`src/rtl/commit_unit.sv`:
```
// rtl/commit_unit.sv - in-order commit stage: small FIFO, one retirement per cycle, ebreak halt
// Optional retired/stall performance counters are built when COMMIT_PERF_EN is defined.
module commit_unit #(
   parameter int DEPTH = 2,
   parameter int XLEN  = 32
) (
   input  logic            clock,
   input  logic            reset,
   input  logic            exec_valid_pre,
   output logic            commit_ready_pre,
   input  logic            exec_wena_i,
   input  logic [4:0]      exec_waddr_i,
   input  logic [XLEN-1:0] exec_wdata_i,
   input  logic [XLEN-1:0] exec_pc_i,
   input  logic            exec_ebreak_i,
   output logic            commit_valid_o,
   output logic            commit_wena_o,
   output logic [4:0]      commit_waddr_o,
   output logic [XLEN-1:0] commit_wdata_o,
   output logic [XLEN-1:0] commit_pc_o,
   output logic            halt_o
`ifdef COMMIT_PERF_EN
   ,
   output logic [63:0]     retired_cnt_o,
   output logic [31:0]     stall_cnt_o
`endif
);

   localparam int PW = (DEPTH > 1) ? $clog2(DEPTH) : 1;
   localparam int CW = $clog2(DEPTH) + 1;
   localparam logic [CW-1:0] DEPTH_C = CW'(DEPTH);

   typedef enum logic {
      ST_RUN  = 1'b0,
      ST_HALT = 1'b1
   } state_t;

   state_t r_state;
   state_t w_state_nxt;

   logic [PW-1:0]   r_head;
   logic [PW-1:0]   r_tail;
   logic [CW-1:0]   r_count;

   logic            r_wena_q   [DEPTH];
   logic [4:0]      r_waddr_q  [DEPTH];
   logic [XLEN-1:0] r_wdata_q  [DEPTH];
   logic [XLEN-1:0] r_pc_q     [DEPTH];
   logic            r_ebreak_q [DEPTH];

   logic w_push;
   logic w_pop;

   // Ready is held low while reset is asserted so nothing looks acceptable mid-reset.
   assign commit_ready_pre = !reset && (r_state == ST_RUN) && (r_count < DEPTH_C);
   assign w_push           = exec_valid_pre && commit_ready_pre;
   assign w_pop            = (r_state == ST_RUN) && (r_count != '0);
   assign halt_o           = (r_state == ST_HALT);

   always_ff @(posedge clock) begin
      if (reset) begin
         r_state <= ST_RUN;
      end else begin
         r_state <= w_state_nxt;
      end
   end

   always_comb begin
      w_state_nxt = r_state;
      case (r_state)
         ST_RUN: begin
            if (w_pop && r_ebreak_q[r_head]) begin
               w_state_nxt = ST_HALT;
            end
         end
         ST_HALT: begin
            w_state_nxt = ST_HALT;
         end
         default: begin
            w_state_nxt = ST_RUN;
         end
      endcase
   end

   // Payload storage needs no reset: occupancy is tracked entirely by r_count.
   always_ff @(posedge clock) begin
      if (w_push) begin
         r_wena_q[r_tail]   <= exec_wena_i && (exec_waddr_i != 5'd0);
         r_waddr_q[r_tail]  <= exec_waddr_i;
         r_wdata_q[r_tail]  <= exec_wdata_i;
         r_pc_q[r_tail]     <= exec_pc_i;
         r_ebreak_q[r_tail] <= exec_ebreak_i;
      end
   end

   always_ff @(posedge clock) begin
      if (reset) begin
         r_head  <= '0;
         r_tail  <= '0;
         r_count <= '0;
      end else begin
         if (w_push) begin
            r_tail <= r_tail + PW'(1);
         end
         if (w_pop) begin
            r_head <= r_head + PW'(1);
         end
         case ({w_push, w_pop})
            2'b10:   r_count <= r_count + CW'(1);
            2'b01:   r_count <= r_count - CW'(1);
            default: r_count <= r_count;
         endcase
      end
   end

   // Commit port is fully registered; the register file samples it on the falling edge.
   always_ff @(posedge clock) begin
      if (reset) begin
         commit_valid_o <= 1'b0;
         commit_wena_o  <= 1'b0;
         commit_waddr_o <= '0;
         commit_wdata_o <= '0;
         commit_pc_o    <= '0;
      end else if (w_pop) begin
         commit_valid_o <= 1'b1;
         commit_wena_o  <= r_wena_q[r_head];
         commit_waddr_o <= r_waddr_q[r_head];
         commit_wdata_o <= r_wdata_q[r_head];
         commit_pc_o    <= r_pc_q[r_head];
      end else begin
         commit_valid_o <= 1'b0;
      end
   end

`ifdef COMMIT_PERF_EN
   logic [63:0] r_retired_cnt;
   logic [31:0] r_stall_cnt;

   // Counting on the pop edge keeps the count aligned with the commit pulse, ebreak included.
   always_ff @(posedge clock) begin
      if (reset) begin
         r_retired_cnt <= '0;
         r_stall_cnt   <= '0;
      end else begin
         if (w_pop) begin
            r_retired_cnt <= r_retired_cnt + 64'd1;
         end
         if (exec_valid_pre && !commit_ready_pre && (r_state == ST_RUN)) begin
            r_stall_cnt <= r_stall_cnt + 32'd1;
         end
      end
   end

   assign retired_cnt_o = r_retired_cnt;
   assign stall_cnt_o   = r_stall_cnt;
`endif

endmodule

```
`config.mk`:
```
export PLATFORM = sky130hd
export DESIGN_NAME = commit_unit
export DESIGN_NICKNAME = d
export VERILOG_FILES = /design/src/rtl/commit_unit.sv
export SDC_FILE = /design/constraint.sdc
export NUM_CORES = 1
export LEC_CHECK = 0
export ABC_CLOCK_PERIOD_IN_PS = 12700
export CAP_MARGIN = 20
export CORE_ASPECT_RATIO = 0.75
export CORE_MARGIN = 3
export CORE_UTILIZATION = 36
export DETAILED_ROUTE_END_ITERATION = 10
export GPL_TIMING_DRIVEN = 0
export REMOVE_ABC_BUFFERS = 1
export SLEW_MARGIN = 20
export SYNTH_ARGS = -nofsm -noshare
export SYNTH_HDL_FRONTEND = slang
export SYNTH_SLANG_ARGS = --single-unit
```
`constraint.sdc`:
```
create_clock -name clock -period 12.7 [get_ports clock]
set_input_delay 2.54 -clock clock [delete_from_list [all_inputs] [get_ports clock]]
set_output_delay 2.54 -clock clock [all_outputs]
set_load 0.005 [all_outputs]
```
==> results.md <==
- Status: completed
- Total power: 0.00230 W
- CTS buffer count: 22
- Kind of critical path: in -> out
- Peak Freq: about 170 MHz
- Syn Area/Cell: 16.5 µm²
- Slew headroom: 55.2%
- Cts hold-fix bufs: 0
- Antenna cells: 0
- Core area: 0.0215 mm²
- Tcrit/Tclk final: 47.2%
- DRC: 0
- Post-synth top cells: edfxtp_1 (142), dfxtp_1 (77), nor2_1 (76), mux2i_1 (70), a211oi_2 (69)
- WP data required: 10.16 ns
- Critical Path Fanout Max: 33
- Root Driver: clkbuf_16
- ANT nets after route: 0
- Critical path arrival: 3.46 ns
- Post-Syn Area: around 0.008 mm²
- VDD IR max: 0.163 mV
- Vias in the first global route: ~4700
- Skew-Pair Late Insertion Delay: 0.49 ns
- Worst Setup End Kind: output pin
- Site Rows: 46
- FILL cells: 1832
- Area grow syn2layout: 32.0%
- Clock Pin Slew Worst Setup and Hold Paths: around 0.060 ns
- Yosys reg bits: 219
- Placer congestion estimate: 0.721
- Nets: 710
- Final Skew: 0.00834 ns
- Distinct cells, synth: 25
- Sequential cell area fraction in the yosys report: slightly above 70%
- Via Count: 4421
- CTS tree: yes
- Most common cell in the synthesized netlist: edfxtp_1
- Fin. Hold Viols: 0
- Startpoint types: input pin
- Gate count of the mapped netlist: between 400 and 500
- Hold crit path type: reg -> reg
- Number of max-cap violations: 0
- IO buf count: 146
- Max Slew Vio Count: 0
- Global-route usage over all layers: about an eighth
- Die width: about 180 µm
- Setup violations, final: 0
- Synth area leader: edfxtp_1
- Initial antenna violation count: 1
- Hold depth: 2
- Min cycle time layout: 6.00 ns
- Sequential cell area: 0.00581 mm²
- Largest net degree at the start of global routing: 49
- Placed Instances: 899
- Drt via density: 4.71
- Synthesis Warnings: 0
- Post_cts resized: 0
- Post-synth EDFFs: approximately 140
- Top-area cell type share of the netlist area: 53.1%
- Final non-filler cell total: 939
- CTS sink cnt: 219
- Die Y: 135 µm
- RSZ-0062 raised after global routing: no
- Cell Pwr Density: 217 mW/mm²
- Initial drt markers: 190
- Area of the multi-input gates: 0.00202 mm²
- Drt pass-1 iters: 4
- Share of cells above drive strength 1: 18.1%
- Top post-synthesis cells by area: edfxtp_1 (53%), dfxtp_1 (19%), a211oi_2 (11%)
- Post-DP HPWL: 10.7 mm
- Starting Density: 37.3%
- Leakage: 3.43 nW
- Asr flop ratio synth: 0%
- # Post-CTS Setup Buffers: 0
- I/O pin count: approximately 150
- Synth Flop Type: edfxtp_1
- First-pass GRT wire length: 25.2 mm
- Wirelength, routed: approximately 16 mm
- DR WL/cell: 17.3 µm
- DIE AREA: 0.0242 mm²
- Worst-Margin Slew: 0.672 ns
- GR Overflow Total: 0
- Clk buf depth: 3
- # H-tree levels: 1
- R2R depth: 4
cells in the final DEF, fill, tap and decap left out, types with 5 or more instances in the layout:
cell             count
buf_16               5
a211oi_2            69
buf_12               6
clkbuf_1             6
clkbuf_16           23
mux2i_1             70
edfxtp_1           142
nor2_1              74
dfxtp_1             76
clkdlybuf4s50_1    145
stage by stage:
stage | setup WS, ns | instance area (µm²) | utilization [%] | setup TNS [ns] | hold WS [ns]
2_1_floorplan | 6.15 | 7810 | - | 0 | 0.468
3_3_place_gp | -0.236 | 9630 | 44.8 | -28.65 | 0.488
4_1_cts | 6.69 | 10600 | 49.3 | 0 | 0.508
5_1_grt | 6.64 | 10600 | 49.3 | 0 | 0.549
6_report | 6.70 | 10600 | 49.3 | 0 | 0.503
3_5_place_dp | 6.70 | 9920 | 46.1 | 0 | 0.499
critical path, cell delays in order:
cell	delay, ns
buf_6	0.21
nor3_1	0.17
clkdlybuf4s50_1	0.53
worst paths after layout:
kind,start,endpoint,slack (ns)
max,reset,commit_ready_pre,6.70
min,commit_wdata_o[31],commit_wdata_o[31],0.50
max reg2reg,r_count[1],r_wdata_q[0][11],10.48
min reg2reg,commit_wdata_o[31],commit_wdata_o[31],0.50
report_power, final:
group | internal [W] | total (W) | switching (W)
combinational | 0.000354 | 0.000727 | 0.000372
sequential | 0.000892 | 0.000960 | 0.0000686
clock | 0.000357 | 0.000610 | 0.000252
routing by layer:
metal / share of wire [%] / wire [µm] / up-vias / global-route usage, %
li1: - / - / 2128 / -
met1: 45 / 7350 / 2124 / 17.4
met2: 45 / 7310 / 137 / 21.1
met3: 7.7 / 1240 / 30 / 4.43
met4: 1.8 / 296 / 2 / 2.64
met5: 0.080 / 13 / - / 0
area by class of cell:
class | count | area share [%]
clock buffers | 30 | 5.77
clock inverters | 10 | 0.684
inverters | 2 | 0.0708
multi-input cells | 233 | 19.1
flip-flops and latches | 219 | 54.8
well taps | 288 | 3.40
repair buffers | 157 | 16.2
cells by family after synthesis:
group,Yosys count,share of synthesized area [%]
flops,219,72.3
simple gates,81,4.03
compound gates,76,11.3
mux,71,8.86
buf+inv,36,2.87
xor+xnor,4,0.530
fa+ha+maj,1,0.156
registers in the layout (all words and copies together) (netlist names), named ones only:
register and count:
commit_wdata_o 32, commit_valid_o 1, halt_o 1, r_waddr_q 10
commit_wena_o 1, commit_waddr_o 5, r_pc_q 64, r_count 2
r_wena_q 2, r_ebreak_q 2, commit_pc_o 32, r_tail 1
r_head 1, r_wdata_q 64
No activity file was read; power rests on OpenSTA's default activity.
